`src/rtl/m_imem_loader_pkg.sv`:
```
// Shared constants, state encoding and length check for the instruction-memory loader.
// Latency: n/a (declarations only).
// Backpressure: n/a.
package m_imem_loader_pkg;

    localparam int DEPTH  = 64;
    localparam int ADDR_W = 6;
    localparam int WORD_W = 32;
    localparam int BYTE_W = 8;
    localparam int LEN_W  = 7;

    typedef enum logic [1:0] {
        ST_IDLE = 2'd0,
        ST_LOAD = 2'd1,
        ST_RUN  = 2'd2
    } ldr_state_t;

    // A load must name between one word and the full memory.
    function automatic logic len_is_valid(input logic [LEN_W-1:0] len, input int depth);
        return (len != '0) && ({1'b0, len} <= 8'(depth));
    endfunction

endpackage

```
`src/rtl/m_imem_loader_if.sv`:
```
// Byte-stream handshake feeding the loader.
// Latency: n/a (wiring only).
// Backpressure: source holds w_rx_data while w_rx_valid is high and w_rx_ready is low.
interface m_imem_loader_if;
    import m_imem_loader_pkg::*;

    logic              w_rx_valid;
    logic [BYTE_W-1:0] w_rx_data;
    logic              w_rx_ready;

    modport master (
        output w_rx_valid,
        output w_rx_data,
        input  w_rx_ready
    );

    modport slave (
        input  w_rx_valid,
        input  w_rx_data,
        output w_rx_ready
    );

endinterface

```
`src/rtl/m_imem_loader_byte_packer.sv`:
```
// Packs accepted bytes little-endian into 32-bit words; strobes on the fourth byte.
// Latency: word and strobe are combinational with the fourth byte's accept.
// Backpressure: none; the caller only presents accepted bytes.
module m_byte_packer
    import m_imem_loader_pkg::*;
(
    input  logic              w_clock,
    input  logic              w_reset_n,
    input  logic              w_clear,
    input  logic              w_byte_vld,
    input  logic [BYTE_W-1:0] w_byte_dat,
    output logic              w_word_stb,
    output logic [WORD_W-1:0] w_word_dat
);

    logic [1:0]               byte_cnt;
    logic [WORD_W-BYTE_W-1:0] shift_q;

    // Newest byte enters at the top, so byte 0 lands in [7:0] after four shifts.
    assign w_word_dat = {w_byte_dat, shift_q};
    assign w_word_stb = w_byte_vld && (byte_cnt == 2'd3);

    always_ff @(posedge w_clock) begin
        if (!w_reset_n) begin
            byte_cnt <= 2'd0;
            shift_q  <= '0;
        end else if (w_clear) begin
            byte_cnt <= 2'd0;
        end else if (w_byte_vld) begin
            byte_cnt <= byte_cnt + 2'd1;
            shift_q  <= w_word_dat[WORD_W-1:BYTE_W];
        end
    end

endmodule

```
`src/rtl/m_imem_loader.sv`:
```
// Loads a program from a byte stream into instruction memory, then releases the CPU.
// Latency: word written on its fourth byte's edge; fetch path is combinational.
// Backpressure: w_rx_ready is high only while loading; bytes are accepted every cycle then.
module m_imem_loader
    import m_imem_loader_pkg::*;
#(
    parameter int DEPTH  = m_imem_loader_pkg::DEPTH,
    parameter int ADDR_W = m_imem_loader_pkg::ADDR_W
)(
    input  logic              w_clock,
    input  logic              w_reset_n,
    input  logic              w_start,
    input  logic [LEN_W-1:0]  w_len,
    m_imem_loader_if.slave    rx,
    input  logic [31:0]       w_pc,
    output logic [WORD_W-1:0] w_insn,
    output logic              w_cpu_run,
    output logic              w_busy,
    output logic              w_done,
    output logic              w_err
);

    ldr_state_t        state;
    logic [ADDR_W-1:0] word_addr;
    logic [LEN_W-1:0]  word_cnt;
    logic [LEN_W-1:0]  len_q;
    logic              rx_rdy_q;
    logic              cpu_run_q;
    logic              busy_q;
    logic              done_q;
    logic              err_q;

    logic              start_ok;
    logic              byte_acc;
    logic              word_stb;
    logic [WORD_W-1:0] word_dat;
    logic              last_word;
    logic              unused_pc;

    // Contents start at zero and survive reset; only loads change them.
    logic [WORD_W-1:0] mem [DEPTH] = '{default: '0};

    assign start_ok  = w_start && (state != ST_LOAD) && len_is_valid(w_len, DEPTH);
    assign byte_acc  = rx.w_rx_valid && rx_rdy_q;
    assign last_word = (word_cnt + LEN_W'(1)) == len_q;

    assign rx.w_rx_ready = rx_rdy_q;
    assign w_cpu_run     = cpu_run_q;
    assign w_busy        = busy_q;
    assign w_done        = done_q;
    assign w_err         = err_q;

    m_byte_packer u_packer (
        .w_clock    (w_clock),
        .w_reset_n  (w_reset_n),
        .w_clear    (start_ok),
        .w_byte_vld (byte_acc),
        .w_byte_dat (rx.w_rx_data),
        .w_word_stb (word_stb),
        .w_word_dat (word_dat)
    );

    always_ff @(posedge w_clock) begin
        if (!w_reset_n) begin
            state     <= ST_IDLE;
            word_addr <= '0;
            word_cnt  <= '0;
            len_q     <= '0;
            rx_rdy_q  <= 1'b0;
            cpu_run_q <= 1'b0;
            busy_q    <= 1'b0;
            done_q    <= 1'b0;
            err_q     <= 1'b0;
        end else begin
            done_q <= 1'b0;
            case (state)
                ST_IDLE, ST_RUN: begin
                    if (start_ok) begin
                        state     <= ST_LOAD;
                        word_addr <= '0;
                        word_cnt  <= '0;
                        len_q     <= w_len;
                        err_q     <= 1'b0;
                        rx_rdy_q  <= 1'b1;
                        busy_q    <= 1'b1;
                        cpu_run_q <= 1'b0;
                    end else if (w_start) begin
                        err_q <= 1'b1;
                    end
                end
                ST_LOAD: begin
                    if (word_stb) begin
                        word_addr <= word_addr + ADDR_W'(1);
                        word_cnt  <= word_cnt + LEN_W'(1);
                        if (last_word) begin
                            state     <= ST_RUN;
                            rx_rdy_q  <= 1'b0;
                            busy_q    <= 1'b0;
                            cpu_run_q <= 1'b1;
                            done_q    <= 1'b1;
                        end
                    end
                end
                default: begin
                    state     <= ST_IDLE;
                    rx_rdy_q  <= 1'b0;
                    busy_q    <= 1'b0;
                    cpu_run_q <= 1'b0;
                end
            endcase
        end
    end

    // Gated by reset so a byte landing on a reset edge cannot commit a word.
    always_ff @(posedge w_clock) begin
        if (w_reset_n && word_stb) begin
            mem[word_addr] <= word_dat;
        end
    end

    assign w_insn    = mem[w_pc[ADDR_W+1:2]];
    assign unused_pc = ^{w_pc[31:ADDR_W+2], w_pc[1:0]};

endmodule
```
`src/flat_wrapper.sv`:
```
// flat-port wrapper written by rule: the top's interface ports become plain ports
module m_imem_loader_flat import m_imem_loader_pkg::*;
#(
    parameter int DEPTH  = m_imem_loader_pkg::DEPTH,
    parameter int ADDR_W = m_imem_loader_pkg::ADDR_W
)
  (w_clock, w_reset_n, w_start, w_len, w_pc, w_insn, w_cpu_run, w_busy, w_done, w_err, rx_w_rx_valid, rx_w_rx_data, rx_w_rx_ready);
  m_imem_loader_if rx_i ();
  input  logic w_clock;
  input  logic w_reset_n;
  input  logic w_start;
  input  logic [LEN_W-1:0] w_len;
  input  logic [31:0] w_pc;
  output logic [WORD_W-1:0] w_insn;
  output logic w_cpu_run;
  output logic w_busy;
  output logic w_done;
  output logic w_err;
  input wire logic [$bits(rx_i.w_rx_valid)-1:0] rx_w_rx_valid;
  input wire logic [$bits(rx_i.w_rx_data)-1:0] rx_w_rx_data;
  output wire logic [$bits(rx_i.w_rx_ready)-1:0] rx_w_rx_ready;
  assign rx_i.w_rx_valid = rx_w_rx_valid;
  assign rx_i.w_rx_data = rx_w_rx_data;
  assign rx_w_rx_ready = rx_i.w_rx_ready;
  m_imem_loader #(.DEPTH(DEPTH), .ADDR_W(ADDR_W)) u_core (.w_clock(w_clock), .w_reset_n(w_reset_n), .w_start(w_start), .w_len(w_len), .rx(rx_i), .w_pc(w_pc), .w_insn(w_insn), .w_cpu_run(w_cpu_run), .w_busy(w_busy), .w_done(w_done), .w_err(w_err));
endmodule
```
`config.mk`:
```
export PLATFORM = sky130hd
export DESIGN_NAME = m_imem_loader_flat
export DESIGN_NICKNAME = d
export VERILOG_FILES = /design/src/rtl/m_imem_loader_pkg.sv /design/src/rtl/m_imem_loader_if.sv /design/src/rtl/m_imem_loader_byte_packer.sv /design/src/rtl/m_imem_loader.sv /design/src/flat_wrapper.sv
export SDC_FILE = /design/constraint.sdc
export NUM_CORES = 2
export LEC_CHECK = 0
export ABC_AREA = 1
export CELL_PAD_IN_SITES_DETAIL_PLACEMENT = 1
export CELL_PAD_IN_SITES_GLOBAL_PLACEMENT = 2
export CORE_MARGIN = 4
export CORE_UTILIZATION = 45
export DETAILED_ROUTE_END_ITERATION = 6
export PLACE_DENSITY_LB_ADDON = 0.05
export REMOVE_ABC_BUFFERS = 1
export SETUP_SLACK_MARGIN = 0.4
export SLEW_MARGIN = 40
export SYNTH_ARGS = -nofsm -noshare
export SYNTH_HDL_FRONTEND = slang
export SYNTH_SLANG_ARGS = --single-unit
```
`constraint.sdc`:
```
create_clock -name w_clock -period 5.3 [get_ports w_clock]
set_input_delay 1.59 -clock w_clock [delete_from_list [all_inputs] [get_ports w_clock]]
set_output_delay 1.59 -clock w_clock [all_outputs]
set_load 0.01 [all_outputs]
```
==> flow_metrics.tcl <==
set metrics [dict create \
    ys_types 32 \
    clkLatencyLatePin_ps 860 \
    synth_top_family_by_area "compound AO/OA/AOI/OAI gates" \
    antenna_found_initial 9 \
    clock_path_buffers 3 \
    syn_area_per_cell_um2 12.8 \
    fp.dieH_um 437 \
    cts_buffers 218 \
    dpl.hpwl_um 153000 \
    nNetsFinal 6892 \
    critPathArrivalTime_ps 3840 \
    worst-setup-path-type "in2out" \
    grt_start_max_net_pins 67 \
    wl_per_cell_um 29.1 \
    grt_overflow 0 \
    synth-compound-area-share 0.109 \
    worst_ep_required_time_ps 3710 \
    cts.reportedPaths.clkPinSlew_ps 60 \
    dieArea_um2 191000 \
    cp_max_fo 29 \
    portBuffers 61 \
    violations "setup timing" \
    period_share 1.03 \
    synth_adder_area_share 0.000453 \
    maxSlewHeadroom 0.416 \
    grt_pass1_wl_um 391000 \
    drive_gt1_frac 0.162 \
    hold_viol_final 0 \
    outcome "complete, but fails checks" \
    grt_pass1_vias 56800 \
    setup_tns_ps -368 \
    critPathCaptureType "primary output" \
    ir_drop_mv 0.290 \
    holdBufCountCts 0 \
    max_freq_ghz 0.184 \
    gp_congestion 0.817 \
    drt-total-wl_um 276000 \
    h-tree-depth 4 \
    vias 56100 \
    rsz0062_at_grt "yes" \
    final_cells 9490 \
    finClkSkew_ps 20.1 \
    dp_cells 9001 \
    ios 88 \
    ys_warn_count 0 \
    synth_mux_area_frac 0 \
    power.density_nw_per_um2 357 \
    die_w_um 437 \
    netlist_instances 6467 \
    cts_sinks 2099 \
    synth_xor_area_frac 0.000529 \
    post-route-drc-count 0 \
    syn_area_um2 82800 \
    core-area_um2 183000 \
    hold_path.class "reg2reg" \
    cts_root_buf "clkbuf_16" \
    ys_ff_latch 2099 \
    slew_violations 0 \
    grt_util_all_layers 0.279 \
    rows 157 \
    fillers 18000 \
    p_leak_uw 0.0319 \
    syn_to_final_growth_pct 20.9 \
    final-setup-viol-count 3 \
    dr.pass1.iters 5 \
    tightestPinTransition_ps 876 \
    start_kind "input port" \
    start_util 0.452 \
    synth_simple_gate_area_frac 0.106 \
    post-place-ws_ps -486 \
    initialDrtViolationCount 5081 \
    ys_seq_area_frac 0.755 \
    vias_per_cell 5.91 \
    cts_tree "yes" \
    min_period_ps 5430 \
    setup_ws_ps -135 \
    antenna_left 0 \
    drv_cap 0 \
]
[worst max-delay path, cell delays in order]
cell and delay [ps]:
buf_16 180, buf_8 200, buf_12 200, buf_6 200, o21ai_0 110, o22ai_1 200, nand2_1 80, nand3_1 80
nand3_1 80, nand3_2 130, and2_1 150, clkdlybuf4s50_1 540
[flip-flops by register name, summed over array words and instances (netlist names)]
register and flops:
u_core.mem 2048, u_core.u_packer.shift_q 24, u_core.word_cnt 7, u_core.len_q 7, u_core.word_addr 6, u_core.w_err 1
u_core.w_done 1, u_core.u_packer.byte_cnt 2, u_core.w_busy 1, u_core.state 2
[through the flow]
stage                util  instance area, µm²  power [µW]  hold WS [ps]
floorplan               -               80600       19500           435
CTS                 0.537               98300       35800           470
finish              0.547              100000       35700           467
global route        0.547              100000       36800           499
detailed placement  0.494               90500       20800           461
global placement    0.494               90400       20800           454
[power by group]
group	switching [µW]	internal (µW)	leakage, µW
Clock	6370	8550	0.00334
Sequential	40.5	18200	0.0174
Combinational	1640	912	0.0111
Total	8050	27700	0.0319
[layout make-up]
cell class | count | area (µm²) | share of cell area
sequential | 2099 | 62600 | 0.625
multi-input combinational | 3853 | 19200 | 0.192
timing repair buffer | 608 | 8050 | 0.0804
clock buffer | 290 | 5920 | 0.0591
tap | 2464 | 3080 | 0.0308
clock inverter | 111 | 932 | 0.00931
inverter | 56 | 278 | 0.00277
timing repair inverter | 2 | 27.5 | 0.000275
antenna | 7 | 17.5 | 0.000175
[layer usage]
| metal | track usage | part of all wire | routed length (µm) | up-vias |
|---|---|---|---|---|
| met1 | 0.383 | 0.43 | 118000 | 29500 |
| met5 | 0 | 0 | 0 | - |
| met3 | 0.0382 | 0.056 | 15600 | 348 |
| met4 | 0.0767 | 0.024 | 6640 | 0 |
| met2 | 0.470 | 0.49 | 136000 | 1659 |
| li1 | - | - | - | 24700 |
[layout by cell type, fill, tap and decap left out, types with 28 or more instances in the layout]
master and instances:
o21ai_1 152, nor2_4 62, o22ai_1 503, buf_6 49, clkbuf_1 62, clkinv_2 28, nand3_2 93, nor2_1 1102
o21ai_0 923, nand3_1 289, buf_12 152, edfxtp_1 2048, inv_1 50, clkbuf_16 247, nand2_1 565, buf_16 40
clkinv_1 59, buf_4 284
[final timing paths]
| path | from | endpoint | slack [ps] | depth (start not counted) |
|---|---|---|---|---|
| min reg2reg | u_core.len_q[0] | u_core.len_q[0] | 470 | 2 |
| max | w_pc[3] | w_insn[6] | -130 | 12 |
| min | u_core.len_q[0] | u_core.len_q[0] | 470 | 2 |
| max reg2reg | u_core.w_busy | u_core.mem[12][3] | 2080 | 8 |
[cell usage after synthesis]
cell	number	area share
buf_8	3	0.00054
nand4_1	2	0.00015
nand2_4	1	0.00014
a21oi_1	25	0.0015
buf_2	111	0.0067
o221ai_1	3	0.00032
buf_4	42	0.0038
inv_6	1	0.00011
clkbuf_2	3	0.00018
o21ai_0	1015	0.061
inv_2	2	0.000091
o21ai_1	81	0.0049
buf_6	16	0.0022
ha_1	3	0.00045
nand2_1	583	0.026
xnor2_1	1	0.00011
edfxtp_1	2048	0.74
o21bai_1	4	0.00036
xor2_1	4	0.00042
nor3_1	11	0.00066
clkinv_2	1	0.000060
dfxtp_1	51	0.012
inv_1	52	0.0024
or2_1	2	0.00015
nor2_2	1	0.000076
buf_1	32	0.0015
nand3_1	397	0.024
o211ai_1	18	0.0016
and2_1	21	0.0016
clkbuf_1	252	0.011
o22ai_1	509	0.038
nor2_1	1172	0.053
[logic make-up after synthesis]
family	after synthesis
simple gates	2190
flops	2099
compound gates	1655
buf+inv	515
xor+xnor	5
fa+ha+maj	3
[what timing repair did]
item / 4_1_cts / 5_1_grt
cloned: 13 / 25
pin swaps: 10 / 62
resized for setup: 154 / 322
endpoints found under the setup margin: 32 / 32
buffers inserted: 11 / 30
Power figures use the tool's default switching activity.
